$ cat config.mk
export PLATFORM = sky130hd
export DESIGN_NAME = seg7_scan_ctrl
export DESIGN_NICKNAME = d
export VERILOG_FILES = /design/src/rtl/seg7_scan_ctrl.sv
export SDC_FILE = /design/constraint.sdc
export NUM_CORES = 1
export LEC_CHECK = 0
export BUFFER_PORTS_ARGS = -buffer_cell sky130_fd_sc_hd__buf_2
export CAP_MARGIN = 20
export CORE_MARGIN = 8
export CORE_UTILIZATION = 30
export CTS_CLUSTER_SIZE = 16
export DETAILED_ROUTE_END_ITERATION = 12
export PLACE_DENSITY = 0.48
export SLEW_MARGIN = 20
export SYNTH_ARGS = -nofsm -noshare
export SYNTH_HDL_FRONTEND = slang
export SYNTH_SLANG_ARGS = --single-unit
export TNS_END_PERCENT = 20
$ cat constraint.sdc
create_clock -name clk -period 6.5 [get_ports clk]
set_clock_uncertainty 0.2 [all_clocks]
set_input_delay 1.3 -clock clk [delete_from_list [all_inputs] [get_ports clk]]
set_output_delay 1.3 -clock clk [all_outputs]
set_load 0.02 [all_outputs]
$ cat src/rtl/seg7_scan_ctrl.sv
// seg7_scan_ctrl: time-multiplexed hex display scanner for a shared
// seven-segment bus. Each frame is shown from one snapshot of the inputs.
// The snapshot is taken each time the scan wraps back to digit 0.
// Optional feature macro: SEG7_SCAN_LEADING_ZERO_BLANK_EN (blanks leading zero digits).
module seg7_scan_ctrl #(
  parameter int unsigned clk_mhz  = 50,
  parameter int unsigned digit_hz = 1000,
  parameter int unsigned w_digit  = 6
) (
  input  logic                   clk,
  input  logic                   rst,
  input  logic [4*w_digit-1:0]   value,
  input  logic [w_digit-1:0]     dots,
  input  logic [w_digit-1:0]     digit_en,
  output logic [7:0]             abcdefgh,
  output logic [w_digit-1:0]     digit,
  output logic                   frame_start
);

  localparam int unsigned PERIOD = clk_mhz * 1_000_000 / digit_hz;
  localparam int unsigned CNT_W  = $clog2(PERIOD);
  localparam int unsigned IDX_W  = $clog2(w_digit);

  // Reject slot lengths too short for the tick counter.
  if (PERIOD < 2) begin : g_period_chk
    $error("seg7_scan_ctrl: slot length PERIOD must be at least 2 cycles");
  end

  // Hex nibble to abcdefg segment pattern.
  function automatic logic [6:0] seg7(input logic [3:0] n);
    case (n)
      4'h0: seg7 = 7'b1111110;
      4'h1: seg7 = 7'b0110000;
      4'h2: seg7 = 7'b1101101;
      4'h3: seg7 = 7'b1111001;
      4'h4: seg7 = 7'b0110011;
      4'h5: seg7 = 7'b1011011;
      4'h6: seg7 = 7'b1011111;
      4'h7: seg7 = 7'b1110000;
      4'h8: seg7 = 7'b1111111;
      4'h9: seg7 = 7'b1111011;
      4'hA: seg7 = 7'b1110111;
      4'hB: seg7 = 7'b0011111;
      4'hC: seg7 = 7'b1001110;
      4'hD: seg7 = 7'b0111101;
      4'hE: seg7 = 7'b1001111;
      default: seg7 = 7'b1000111;
    endcase
  endfunction

  logic [CNT_W-1:0]     cnt;
  logic [IDX_W-1:0]     idx;
  logic [4*w_digit-1:0] value_s;
  logic [w_digit-1:0]   dots_s;
  logic [w_digit-1:0]   en_s;

  logic                 advance;
  logic                 wrap;
  logic [IDX_W-1:0]     idx_next;
  logic [4*w_digit-1:0] value_n;
  logic [w_digit-1:0]   dots_n;
  logic [w_digit-1:0]   en_n;
  logic [w_digit-1:0]   lz_blank;
  logic [w_digit-1:0]   digit_next;
  logic [3:0]           nib;
  logic                 dot_sel;
  logic                 en_sel;
  logic                 blank_sel;
  logic [7:0]           pattern;

  // Slot timing and the snapshot that will be in force for the next slot.
  always_comb begin
    advance  = (cnt == CNT_W'(PERIOD - 1));
    wrap     = advance && (idx == IDX_W'(w_digit - 1));
    idx_next = wrap ? '0 : idx + IDX_W'(1);
    value_n  = wrap ? value    : value_s;
    dots_n   = wrap ? dots     : dots_s;
    en_n     = wrap ? digit_en : en_s;
  end

  // Leading-zero blank mask, derived from the snapshot so it is frame-stable.
`ifdef SEG7_SCAN_LEADING_ZERO_BLANK_EN
  always_comb begin
    logic upper_zero;
    lz_blank   = '0;
    upper_zero = 1'b1;
    for (int i = w_digit - 1; i >= 1; i--) begin
      upper_zero  = upper_zero && (value_n[4*i +: 4] == 4'h0);
      lz_blank[i] = upper_zero;
    end
  end
`else
  always_comb begin
    lz_blank = '0;
  end
`endif

  // Pattern and strobe for the position about to be driven.
  always_comb begin
    nib       = 4'h0;
    dot_sel   = 1'b0;
    en_sel    = 1'b0;
    blank_sel = 1'b0;
    for (int i = 0; i < w_digit; i++) begin
      if (IDX_W'(i) == idx_next) begin
        nib       = value_n[4*i +: 4];
        dot_sel   = dots_n[i];
        en_sel    = en_n[i];
        blank_sel = lz_blank[i];
      end
    end
    if (!en_sel)
      pattern = 8'h00;
    else if (blank_sel)
      pattern = {7'b0, dot_sel};
    else
      pattern = {seg7(nib), dot_sel};
    digit_next = {{(w_digit-1){1'b0}}, 1'b1} << idx_next;
  end

  // Scan state, snapshot and registered display outputs.
  always_ff @(posedge clk) begin
    if (rst) begin
      cnt         <= '0;
      idx         <= '0;
      value_s     <= '0;
      dots_s      <= '0;
      en_s        <= '1;
      digit       <= {{(w_digit-1){1'b0}}, 1'b1};
      abcdefgh    <= 8'b11111100;
      frame_start <= 1'b0;
    end else begin
      frame_start <= 1'b0;
      cnt         <= advance ? '0 : cnt + CNT_W'(1);
      if (advance) begin
        idx         <= idx_next;
        digit       <= digit_next;
        abcdefgh    <= pattern;
        frame_start <= wrap;
        if (wrap) begin
          value_s <= value;
          dots_s  <= dots;
          en_s    <= digit_en;
        end
      end
    end
  end

endmodule

==> impl_metrics.env <==
export IMPL_drc_errors=0
export IMPL_cp_arrival_ns=4.20
export IMPL_synthCells=418
export IMPL_nets=503
export IMPL_r2r_setup_slack_ns=2.32
export IMPL_cp_depth=11
export IMPL_worst_pin_slew_ns=1.056
export IMPL_synth_seq_cells=70
export IMPL_ctsRootBufferMaster="clkbuf_16"
export IMPL_finalHoldViolCount=0
export IMPL_ios=53
export IMPL_combPwrFrac_pct=2.1
export IMPL_slew_limit_headroom_pct=29.58
export IMPL_p_sw_mw=0.2111
export IMPL_cp_data_required_time_ns=6.53
export IMPL_regToRegEndpoint="abcdefgh[7]"
export IMPL_synth_top_cell_by_area="dfxtp_1"
export IMPL_cts_inserted_buffers=9
export IMPL_clk_latency_ns=0.33
export IMPL_ys_warn_count=0
export IMPL_rsz0062_at_grt="false"
export IMPL_path_clk_slew_ns=0.06
export IMPL_path_class="reg -> reg"
export IMPL_detail_route_wl_per_cell_um=15.48
export IMPL_cts_hold_buf=0
export IMPL_num_antenna_cells=0
export IMPL_grt_pass1_wl_um=15150
export IMPL_synthTopCellsByCount="93 x nand2_1, 70 x dfxtp_1, 49 x a21oi_1, 32 x nor2_1, 16 x nand3_1"
export IMPL_netlist_area_leader_share_pct=40.00
export IMPL_portBuffers=52
export IMPL_track_usage_pct=12.61
export IMPL_setup_viol=0
export IMPL_antenna_found_initial=0
export IMPL_cts_sinks=70
export IMPL_maxCapViolations=0
export IMPL_die_w_um=124.1
export IMPL_ir_drop_v=0.0001227
export IMPL_routed_via_density=5.033
export IMPL_synth_most_common_cell="nand2_1"
export IMPL_synth_nets=466
export IMPL_cp_top_family="simple AND/OR/NAND/NOR gates"
export IMPL_holdCritPathClass="reg -> reg"
export IMPL_clkPwrFrac_pct=56.3
export IMPL_vias=3035
export IMPL_crit_end="abcdefgh[7]"
export IMPL_drtPass1Iterations=5
export IMPL_antenna_left=0
export IMPL_die_area_mm2=0.01539
export IMPL_setup_slack_ns=2.325
export IMPL_power_density_mw_per_mm2=252.0
export IMPL_p_int_mw=0.8296
export IMPL_critPathLaunchType="flip-flop"
export IMPL_grt_pass1_vias=2999
export IMPL_crit_top_cell="ha_1"
export IMPL_async_reset_ff_share_pct=0
export IMPL_crit_start="idx[0]"
export IMPL_row_count=39
export IMPL_ys_types=61
export IMPL_cts_buffer_depth=2
export IMPL_synth_flop_cell="dfxtp_1"
export IMPL_gp_congestion=0.8363
export IMPL_synth_area_leaders="dfxtp_1 40%, nand2_1 10%, a21oi_1 7.0%"
export IMPL_critPathCaptureType="flip-flop"
export IMPL_drive_gt1_share_pct=19.13
export IMPL_die_y_um=124.1
export IMPL_slowest_delay_ns=0.88
export IMPL_finalCritPeriodShare_pct=64.23
export IMPL_syn_area_mm2=0.003503
export IMPL_seq_area_frac_synth_pct=40.00
export IMPL_grt_overflow_total=0
export IMPL_cts_setup_buffers=0
export IMPL_drt_iter0_markers=183
export IMPL_r2r_start="idx[0]"
export IMPL_grt_max_degree=59
export IMPL_ctsResizeCount=0
export IMPL_path_max_fanout=40
export IMPL_seqPwrFrac_pct=41.5
export IMPL_core_area_mm2=0.01142
export IMPL_p_leak_nw=1.562
export IMPL_period_minus_slack_ns=4.175
export IMPL_finalMaxSlewViolations=0
export IMPL_place_hpwl_um=6647
export IMPL_status="finished, final reports clean"
export IMPL_pre_cts_slack_ns=2.308
export IMPL_synth_edf_count=0
export IMPL_worstPathCellList="ha_1 -> and4_4 -> and4_1 -> and2_2 -> nand2_1 -> o21a_1 -> inv_1 -> ha_1 -> or3_1 -> o221ai_1 -> a221o_1"
export IMPL_final_setup_tns_ns=0
export IMPL_area_delta_synth_final_pct=17.89
export IMPL_r2r_cells=11
export IMPL_max_freq_mhz=239.5
export IMPL_crit_slowest_cell="dfxtp_1"
export IMPL_cp_buffers_inverters=1
export IMPL_tritoncts="done"
export IMPL_sw_frac_of_total_pct=20.29
export IMPL_synth_avg_cell_area_um2=8.381
export IMPL_htree_levels=3
export IMPL_initial_core_util_pct=30.68
export IMPL_wl_um=9334
-- placed cells by master, fill, tap and decap left out, types with 2 or more instances in the layout --
cell type	netlist	routed
dfxtp_1	70	70
o21a_1	3	3
nand3_1	16	16
a211oi_1	3	3
xnor2_1	6	6
clkbuf_16	0	9
o21ai_0	8	8
o221ai_1	3	3
nand3b_1	7	7
inv_6	0	2
xnor2_2	2	2
inv_1	7	7
a22oi_1	4	4
nor4b_4	2	2
nor2b_1	3	3
xor2_1	8	8
mux2i_1	10	10
nand2_1	93	93
bufinv_16	0	3
a31oi_1	3	3
nor2_1	32	32
a21oi_1	49	49
mux2_2	2	2
ha_1	10	10
a32oi_1	2	2
and3_1	3	3
nor3_1	5	5
o31ai_1	5	5
buf_2	1	53
nand4_1	5	5
-- cell families (layout without fill, tap and decap cells) --
kind of cell / Yosys count / after routing / share of synthesized area, %
buffers and inverters: 34 / 76 / 5.678
adders and majority gates: 10 / 10 / 3.571
DFF: 70 / 70 / 40.00
xor gates and xnor gates: 17 / 17 / 4.893
muxes: 13 / 13 / 4.143
and+or+nand+nor: 181 / 181 / 24.82
AOI/OAI and AO/OA: 93 / 93 / 16.89
-- layout make-up --
class                   count  area (um2)
flip-flops and latches     70        1401
repair buffers             53       265.3
clock inverters             6       116.4
inverters                   7       26.28
clock buffers              10       239.0
fillers                  1231        7288
well taps                 143       178.9
multi-input cells         314        1903
-- per-stage QoR --
stage	std cells	util, %	power [mW]	instance area [um2]	hold slack, ns
2_1_floorplan	418	-	0.4507	3503	0.2258
3_3_place_gp	586	33.02	0.4642	3770	0.2386
3_5_place_dp	586	33.02	0.4645	3770	0.2411
4_1_cts	602	36.13	1.053	4125	0.2496
5_1_grt	603	36.17	1.074	4130	0.2807
6_report	603	36.17	1.041	4130	0.2475
-- tightest hold or removal path: cells and delay by family (launching register included) --
family / cells / cell delay (ns)
DFF: 1 / 0.31
and+or+nand+nor: 1 / 0.05
AOI/OAI and AO/OA: 1 / 0.05
-- power by group through the flow --
stage / sequential (mW) / combinational (mW) / clock [mW]
detailed placement: 0.442 / 0.0227 / 0
finish: 0.432 / 0.0223 / 0.586
global placement: 0.442 / 0.0224 / 0
CTS: 0.432 / 0.0228 / 0.598
global route: 0.432 / 0.0249 / 0.617
floorplan: 0.441 / 0.00945 / 0
-- flip-flops by register name, summed over array words and instances (netlist names) --
| register | cells |
|---|---|
| value_s | 24 |
| frame_start | 1 |
| abcdefgh | 8 |
| dots_s | 6 |
| cnt | 16 |
| digit | 6 |
| idx | 3 |
| en_s | 6 |
-- routing by layer --
| layer | GRT usage, % | wire (um) | vias up |
|---|---|---|---|
| met5 | 0 | 0 | - |
| met4 | 5.502 | 184 | 0 |
| met3 | 3.400 | 396 | 13 |
| met2 | 20.80 | 4525 | 68 |
| met1 | 15.10 | 4228 | 1429 |
| li1 | - | - | 1525 |
-- worst min-delay path by stage --
stage                     slack (ns)  cells after the start        from         end
after detailed placement        0.24                      2  value_s[2]  value_s[2]
after global routing            0.28                      2    digit[1]    digit[1]
after CTS                       0.25                      2  value_s[2]  value_s[2]
after floorplan                 0.23                      1      cnt[0]      cnt[0]
after global placement          0.24                      1    digit[0]    digit[0]
final                           0.25                      2  value_s[2]  value_s[2]
(Power assumes the default switching activity.)
